$ cat src/rtl/bcd_stopwatch_counter_if.sv
// Command and display bundle of the BCD stopwatch; the optional LAP input
// appears only when LAP_HOLD_EN is defined.
interface bcd_stopwatch_counter_if;
   logic       START_STOP;
   logic       CLEAR;
   logic [3:0] DIGIT0;
   logic [3:0] DIGIT1;
   logic       RUNNING;
   logic       WRAP;
`ifdef LAP_HOLD_EN
   logic       LAP;

   modport master (output START_STOP, CLEAR, LAP,
                   input  DIGIT0, DIGIT1, RUNNING, WRAP);
   modport slave  (input  START_STOP, CLEAR, LAP,
                   output DIGIT0, DIGIT1, RUNNING, WRAP);
`else
   modport master (output START_STOP, CLEAR,
                   input  DIGIT0, DIGIT1, RUNNING, WRAP);
   modport slave  (input  START_STOP, CLEAR,
                   output DIGIT0, DIGIT1, RUNNING, WRAP);
`endif
endinterface

$ cat src/rtl/bcd_stopwatch_counter.sv
// Two-digit BCD stopwatch (00..99) with IDLE/RUN/PAUSE control and a TICK_DIV prescaler.
// Optional lap-hold display snapshot is enabled by defining LAP_HOLD_EN.
module bcd_stopwatch_counter #(
   parameter logic [31:0] TICK_DIV = 32'd50000000
) (
   input  logic                    CLOCK_50,
   input  logic                    RESET,
   bcd_stopwatch_counter_if.slave  bus
);
   typedef enum logic [1:0] {IDLE = 2'd0, RUN = 2'd1, PAUSE = 2'd2} state_t;

   localparam logic [31:0] TICK_LAST = TICK_DIV - 32'd1;

   state_t      state_r;
   state_t      state_nx_s;
   logic        running_nx_s;
   logic        running_r;
   logic        ss_meta_r;
   logic        ss_sync_r;
   logic        ss_prev_r;
   logic        cmd_s;
   logic        tick_s;
   logic [31:0] pre_r;
   logic [3:0]  d0_r;
   logic [3:0]  d1_r;
   logic        wrap_r;

   // START_STOP synchronizer and previous-value register for rise detection
   always_ff @(posedge CLOCK_50 or posedge RESET) begin
      if (RESET) begin
         ss_meta_r <= 1'b0;
         ss_sync_r <= 1'b0;
         ss_prev_r <= 1'b0;
      end else begin
         ss_meta_r <= bus.START_STOP;
         ss_sync_r <= ss_meta_r;
         ss_prev_r <= ss_sync_r;
      end
   end

   assign cmd_s  = ss_sync_r & ~ss_prev_r;
   assign tick_s = (state_r == RUN) && (pre_r == TICK_LAST);

   // State register; RUNNING is registered from the next state so it tracks state_r exactly
   always_ff @(posedge CLOCK_50 or posedge RESET) begin
      if (RESET) begin
         state_r   <= IDLE;
         running_r <= 1'b0;
      end else begin
         state_r   <= state_nx_s;
         running_r <= running_nx_s;
      end
   end

   // Next-state decode: CLEAR overrides any same-cycle command
   always_comb begin
      state_nx_s = state_r;
      if (bus.CLEAR) begin
         state_nx_s = IDLE;
      end else if (cmd_s) begin
         case (state_r)
            IDLE:    state_nx_s = RUN;
            RUN:     state_nx_s = PAUSE;
            PAUSE:   state_nx_s = RUN;
            default: state_nx_s = IDLE;
         endcase
      end else begin
         state_nx_s = state_r;
      end
   end

   // Output decode of the next state
   always_comb begin
      running_nx_s = 1'b0;
      if (state_nx_s == RUN) begin
         running_nx_s = 1'b1;
      end else begin
         running_nx_s = 1'b0;
      end
   end

   // Prescaler: counts in RUN, holds in PAUSE, zero in IDLE
   always_ff @(posedge CLOCK_50 or posedge RESET) begin
      if (RESET) begin
         pre_r <= 32'd0;
      end else if (bus.CLEAR) begin
         pre_r <= 32'd0;
      end else if (state_r == RUN) begin
         if (tick_s) begin
            pre_r <= 32'd0;
         end else begin
            pre_r <= pre_r + 32'd1;
         end
      end else if (state_r == IDLE) begin
         pre_r <= 32'd0;
      end else begin
         pre_r <= pre_r;
      end
   end

   // BCD digit counter and rollover pulse; >=9 tests keep the digits inside 0..9
   always_ff @(posedge CLOCK_50 or posedge RESET) begin
      if (RESET) begin
         d0_r   <= 4'd0;
         d1_r   <= 4'd0;
         wrap_r <= 1'b0;
      end else if (bus.CLEAR) begin
         d0_r   <= 4'd0;
         d1_r   <= 4'd0;
         wrap_r <= 1'b0;
      end else if (tick_s) begin
         wrap_r <= (d1_r >= 4'd9) && (d0_r >= 4'd9);
         if (d0_r >= 4'd9) begin
            d0_r <= 4'd0;
            if (d1_r >= 4'd9) begin
               d1_r <= 4'd0;
            end else begin
               d1_r <= d1_r + 4'd1;
            end
         end else begin
            d0_r <= d0_r + 4'd1;
         end
      end else begin
         wrap_r <= 1'b0;
      end
   end

`ifdef LAP_HOLD_EN
   logic       lap_meta_r;
   logic       lap_sync_r;
   logic       lap_hold_r;
   logic [3:0] snap0_r;
   logic [3:0] snap1_r;

   // Lap synchronizer and snapshot taken on the first synced-high cycle
   always_ff @(posedge CLOCK_50 or posedge RESET) begin
      if (RESET) begin
         lap_meta_r <= 1'b0;
         lap_sync_r <= 1'b0;
         lap_hold_r <= 1'b0;
         snap0_r    <= 4'd0;
         snap1_r    <= 4'd0;
      end else begin
         lap_meta_r <= bus.LAP;
         lap_sync_r <= lap_meta_r;
         lap_hold_r <= lap_sync_r;
         if (bus.CLEAR) begin
            snap0_r <= 4'd0;
            snap1_r <= 4'd0;
         end else if (lap_sync_r && !lap_hold_r) begin
            snap0_r <= d0_r;
            snap1_r <= d1_r;
         end else begin
            snap0_r <= snap0_r;
            snap1_r <= snap1_r;
         end
      end
   end

   assign bus.DIGIT0 = lap_hold_r ? snap0_r : d0_r;
   assign bus.DIGIT1 = lap_hold_r ? snap1_r : d1_r;
`else
   assign bus.DIGIT0 = d0_r;
   assign bus.DIGIT1 = d1_r;
`endif

   assign bus.RUNNING = running_r;
   assign bus.WRAP    = wrap_r;

endmodule

$ cat src/flat_wrapper.sv
// flat-port wrapper written by rule: the top's interface ports become plain ports
module bcd_stopwatch_counter_flat 
#(
   parameter logic [31:0] TICK_DIV = 32'd50000000
)
  (CLOCK_50, RESET, bus_START_STOP, bus_CLEAR, bus_DIGIT0, bus_DIGIT1, bus_RUNNING, bus_WRAP);
  bcd_stopwatch_counter_if bus_i ();
  input  logic CLOCK_50;
  input  logic RESET;
  input wire logic [$bits(bus_i.START_STOP)-1:0] bus_START_STOP;
  input wire logic [$bits(bus_i.CLEAR)-1:0] bus_CLEAR;
  output wire logic [$bits(bus_i.DIGIT0)-1:0] bus_DIGIT0;
  output wire logic [$bits(bus_i.DIGIT1)-1:0] bus_DIGIT1;
  output wire logic [$bits(bus_i.RUNNING)-1:0] bus_RUNNING;
  output wire logic [$bits(bus_i.WRAP)-1:0] bus_WRAP;
  assign bus_i.START_STOP = bus_START_STOP;
  assign bus_i.CLEAR = bus_CLEAR;
  assign bus_DIGIT0 = bus_i.DIGIT0;
  assign bus_DIGIT1 = bus_i.DIGIT1;
  assign bus_RUNNING = bus_i.RUNNING;
  assign bus_WRAP = bus_i.WRAP;
  bcd_stopwatch_counter #(.TICK_DIV(TICK_DIV)) u_core (.CLOCK_50(CLOCK_50), .RESET(RESET), .bus(bus_i));
endmodule
$ cat config.mk
export PLATFORM = sky130hd
export DESIGN_NAME = bcd_stopwatch_counter_flat
export DESIGN_NICKNAME = d
export VERILOG_FILES = /design/src/rtl/bcd_stopwatch_counter_if.sv /design/src/rtl/bcd_stopwatch_counter.sv /design/src/flat_wrapper.sv
export SDC_FILE = /design/constraint.sdc
export NUM_CORES = 1
export LEC_CHECK = 0
export BUFFER_PORTS_ARGS = -buffer_cell sky130_fd_sc_hd__buf_2
export CAP_MARGIN = 20
export CORE_UTILIZATION = 59
export DETAILED_ROUTE_END_ITERATION = 7
export MAX_ROUTING_LAYER = met4
export PLACE_DENSITY = 0.76
export SYNTH_ARGS = -nofsm -noshare
export SYNTH_HDL_FRONTEND = slang
export SYNTH_SLANG_ARGS = --single-unit
$ cat constraint.sdc
create_clock -name CLOCK_50 -period 3.64 [get_ports CLOCK_50]
set_input_delay 0.182 -clock CLOCK_50 [delete_from_list [all_inputs] [get_ports CLOCK_50]]
set_output_delay 0.182 -clock CLOCK_50 [all_outputs]
set_load 0.005 [all_outputs]
## Word level (Yosys, flattened, before mapping)

Cells that the tools add are included.

| storage, ports and cells | value |
|---|---|
| output and inout port bits | 10 |
| latch bits | 0 |
| RAM bits | 0 |
| memories kept | 0 |
| bits of input ports | 4 |
| logic and storage cells | 45 |
| flip-flop bits (word level) | 47 |
| bits in read-only memories | 0 |

| operators by class | value |
|---|---|
| $lt $le $gt $ge | 2 |
| bitwise logic cells | 2 |
| div/mod/pow operators | 0 |
| shifts and indexed selects | 0 |
| muxes and demuxes | 17 |
| eq/ne operators | 4 |
| $mul | 0 |
| reductions and logical operators | 8 |
| add/subtract/negate cells | 3 |

Operator list:

| kind | count |
|---|---|
| two-way mux 32 bit | 4 |
| adder 32 x 1 -> 32 bit (second input constant) | 1 |
| equality test 32 x 26 -> 1 bit (second input constant) | 1 |
| two-way mux 4 bit | 7 |
| adder 4 x 1 -> 4 bit (second input constant) | 2 |
| >= comparator 4 bit (second input constant) | 2 |
| equality test 2 x 1 -> 1 bit (second input constant) | 2 |
| two-way mux 2 bit | 2 |
| one-hot mux 2 bit (2 select lines) | 1 |
| nonzero test 2 bit | 2 |
| two-way mux 1 bit | 3 |
| nonzero test 3 bit | 1 |
| equality test 2 bit (second input constant) | 1 |
| logical AND 1 bit | 2 |
| logical NOT 2 bit | 1 |
| AND reduction 2 bit | 1 |
| OR reduction 2 bit | 1 |
| AND 1 bit | 1 |
| NOT 1 bit | 1 |

## Depth between registers and ports, before layout

| logic depth | value |
|---|---|
| depth after elaboration | 7 |
| mapped depth | 7 |
| mapped depth without buffers | 7 |

## Least setup slack after synthesis

OpenSTA, ideal clock, no wires.

| path | value |
|---|---|
| path type | reg2reg |
| start point | reg u_core.pre_r[26] |
| end point | reg u_core.pre_r[16] |
| arrival time | 1.865 ns |
| setup slack | 1.656 ns |
| setup time | 0.118 ns |
| period minus slack after synthesis | 1.984 ns |
| data required time | 3.522 ns |
| cell stages (with the launch flop) | 7 |
| path buffers | 1 |
| cells stage by stage | dfrtp_1 > or4b_4 > nor4_4 > nand3_2 > a31oi_4 > buf_6 > nor2_1 |

| on the way | value |
|---|---|
| word-level cells in the longest chain between the ends | 5 |

Ends and longest elaborated chain:

| what | line | text |
|---|---|---|
| from (decl) | bcd_stopwatch_counter.sv:23 | `logic [31:0] pre_r;` |
| from (signal assigned) | bcd_stopwatch_counter.sv:92 | `pre_r <= pre_r + 32'd1;` |
| from (signal assigned) | bcd_stopwatch_counter.sv:97 | `pre_r <= pre_r;` |
| equality test 32 x 26 -> 1 bit | bcd_stopwatch_counter.sv:42 | `assign tick_s = (state_r == RUN) && (pre_r == TICK_LAST);` |
| logical AND 1 bit | bcd_stopwatch_counter.sv:42 |  |
| two-way mux 32 bit | bcd_stopwatch_counter.sv:89 | `if (tick_s) begin` |
| two-way mux 32 bit | bcd_stopwatch_counter.sv:88 | `end else if (state_r == RUN) begin` |
| two-way mux 32 bit | bcd_stopwatch_counter.sv:86 | `end else if (bus.CLEAR) begin` |

No other way between the ends.
A chain may end at the register's enable or synchronous reset.

## Final worst setup path

| path | value |
|---|---|
| start point | reg u_core.pre_r[26] |
| end point | reg u_core.pre_r[17] |

Same word-level chain as after synthesis.

==> run summary <==
run status - completed
clk_skew - 0.01121 ns
initial core utilization - 61.31%
synthesized area per cell - 9.402 sq um
H-tree levels - 2
Critical-path top delay cell - a31oi_4
Top FF cell, synth - dfrtp_1
Core Rows - 24
CP required - 3.81 ns
Slew Viols, Final - 0
final setup vio count - 0
Die X - 69.04 microns
Pleak - 0.001180 uW
Clk Latency, worst-skew pair - 0.30 ns
RSZ-0062 raised after global routing - false
CTS tree - yes
sequential share of power - 52.0%
Yosys warning count - 0
worst hold path type - primary input to register
CP Data Arrival Time - 2.60 ns
DP Wirelength - 3928 microns
f_max - 0.4122 GHz
Post-Route WL - 5657 microns
finished layout cell area - 0.002927 sq mm
FF+latch count, synth - 47
top cell family by delay on the critical path - simple AND/OR/NAND/NOR gates
GP Congestion - 0.8502
Startpoint Class - register
Core Util, Final - 67.68%
number of synthesized flops with an enable pin - 0
total congestion overflow - 0
crit-path max FO - 19
initial antenna violation count - 0
CTS Root Cell - clkbuf_8
setup bufs post-CTS - 0
Worst setup EP type - register
core area - 0.004324 sq mm
Die Span Y - 69.04 microns
sequential share of the synthesized area - 44.36%
area delta synth->final - 10.38%
internal power - 820.7 uW
CTS max path bufs - 2
Routed wire per std cell - 16.07 microns
# IOs - 14
Worst slew margin - 45.38%
Fill cells - 350
Pre-antenna DRT Iters - 4
CP cell instances - or4b_4, nor4_4, nand3_2, a31oi_4, nor2_1
PD cells - 352.9 mW/mm^2
post-synth net total - 293
clock sinks - 47
maxcap violations - 0
Clk pwr share - 43.3%
routed vias - 2225
DRC Markers - 0
largest net degree at the start of global routing - 48
maximum vdd drop - 0.0003015 V
Post-synth ARST share - 100.0%
GR Util All Layers - 27.11%
CP Class - register to register
worst-margin pin slew - 0.8130 ns
first-pass GRT wire length - 10090 microns
synth unique cells - 51
Placed Area - 0.002754 sq mm
register area - 0.001176 sq mm
antenna-violating nets left - 0
Fin Hold WS - 0.2413 ns
crit-path max cell delay - 0.59 ns
DR iter-0 viols - 169
final cycle utilization of the critical path - 66.64%
Post-Syn Area - 0.002651 sq mm
number of global-route vias before repair - 2157
Final min period - 2.426 ns
setup TNS - 0 ns
CTS Buf Count - 5
Vias per Instance - 6.321
Worst-path clk slew - 0.09 ns
Port Buffers - 13
Antenna Cells - 0
area of the multi-input gates - 0.001395 sq mm
count of final hold-check violations - 0
ratio of cells with drive above 1 in the final layout - 10.67%
Cells after Synth - 282
CP bufs+invs - 0
Psw - 212.2 uW
Final Net Count - 310
die area - 0.004766 sq mm
Sw Ratio - 20.54%
logic gate share of total power - 4.8%
-- final cells by class --
class | instances | share of cell area [%]
inverter | 12 | 1.539
timing repair buffer | 17 | 3.848
tap | 52 | 2.223
clock inverter | 2 | 2.052
clock buffer | 6 | 2.480
multi-input combinational | 216 | 47.67
sequential | 47 | 40.19
-- layout by cell type, fill, tap and decap left out, types with 2 or more instances in the layout --
master         count
xnor2_1            6
nand4b_1           2
a31oi_1            6
or4b_1             2
and3_1             3
buf_2             13
a41oi_1            2
nor4_4             3
ha_1               7
bufinv_16          2
and4_1             3
nand4_1           14
nand3_1           15
nor3_1             8
or3_1              3
dlygate4sd3_1      2
nor2_1            31
o311ai_0           2
inv_1             11
o21ai_0            7
xor2_1            16
clkbuf_8           5
a21oi_1            7
nand2_1           36
nor4_1            11
nor4b_1            4
and2_1             2
nor2b_1            3
dfrtp_1           47
-- worst reg2reg max path, cell delays in order (launching register included) --
cell and delay, ns:
dfrtp_1 0.45, or4b_4 0.55, nor4_4 0.28, nand3_2 0.31, a31oi_4 0.60, nor2_1 0.12
-- power groups by stage --
stage	clock network (uW)	registers, uW	logic, uW
floorplan	0	546	32.9
global placement	0	547	45.7
detailed placement	0	547	45.7
CTS	455	537	46.7
global route	472	539	56.5
finish	447	537	49.1
-- timing repair --
item	CTS	global route
gates resized for setup	0	0
hold buffers	1	1
endpoints found under the hold margin	1	10
-- state kept, by name (all words and copies together), names as in the netlist --
name / cells
u_core.pre_r: 32
u_core.bus.DIGIT0: 4
u_core.bus.DIGIT1: 4
u_core.state_r: 2
u_core.bus.RUNNING: 1
u_core.bus.WRAP: 1
u_core.ss_meta_r: 1
u_core.ss_prev_r: 1
u_core.ss_sync_r: 1
-- synth_stat cells, types with 2 or more instances --
cell type / n / share of area (%)
nor2b_1: 3 / 0.71
nor4b_1: 4 / 1.3
nand2_1: 36 / 5.1
nand3_1: 15 / 2.8
nor2_1: 31 / 4.4
clkbuf_1: 5 / 0.71
xnor2_1: 6 / 2.0
nor4_1: 11 / 2.6
inv_1: 12 / 1.7
nor4_4: 3 / 2.4
or4b_1: 2 / 0.76
nand4b_1: 2 / 0.66
and2_1: 2 / 0.47
ha_1: 7 / 3.3
dfrtp_1: 47 / 44
a21oi_1: 7 / 1.3
and4_1: 3 / 0.99
or3_1: 3 / 0.71
xor2_1: 16 / 5.3
nor3_1: 8 / 1.5
and3_1: 3 / 0.71
nand4_1: 14 / 3.3
a41oi_1: 2 / 0.66
a31oi_1: 6 / 1.4
o311ai_0: 2 / 0.66
o21ai_0: 7 / 1.3
-- stage by stage --
stage               power [uW]  instances  setup WS [ns]
global placement         592.6        341          1.255
floorplan                579.0        282          1.656
global route              1067        352          1.043
CTS                       1039        350          1.191
detailed placement       592.6        341          1.212
finish                    1033        352          1.214
-- logic make-up after synthesis --
| family | synth area share, % |
|---|---|
| fa+ha+maj | 3.303 |
| compound gates | 9.298 |
| mux | 0.3776 |
| flops | 44.36 |
| buf+inv | 3.020 |
| xor+xnor | 7.267 |
| simple gates | 32.37 |
-- final timing paths --
check                                      start                end  slack [ns]  cells past startpoint
min in group asynchronous                  RESET    u_core.pre_r[9]        0.35                      3
worst max-delay path            u_core.pre_r[26]   u_core.pre_r[17]        1.21                      5
worst min-delay path                   bus_CLEAR  u_core.state_r[0]        0.24                      2
worst max register to register  u_core.pre_r[26]   u_core.pre_r[17]        1.21                      5
worst min register to register  u_core.ss_meta_r   u_core.ss_sync_r        0.36                      0
max in group asynchronous                  RESET   u_core.ss_meta_r        2.82                      4
-- routing by layer --
layer / vias up / wire [microns] / global-route usage, %
li1: 1061 / - / -
met2: 70 / 2643 / 41.21
met1: 1085 / 2667 / 37.45
met3: 9 / 278 / 5.117
met5: - / 0 / -
met4: 0 / 67 / 7.483
(Power assumes the default switching activity.)
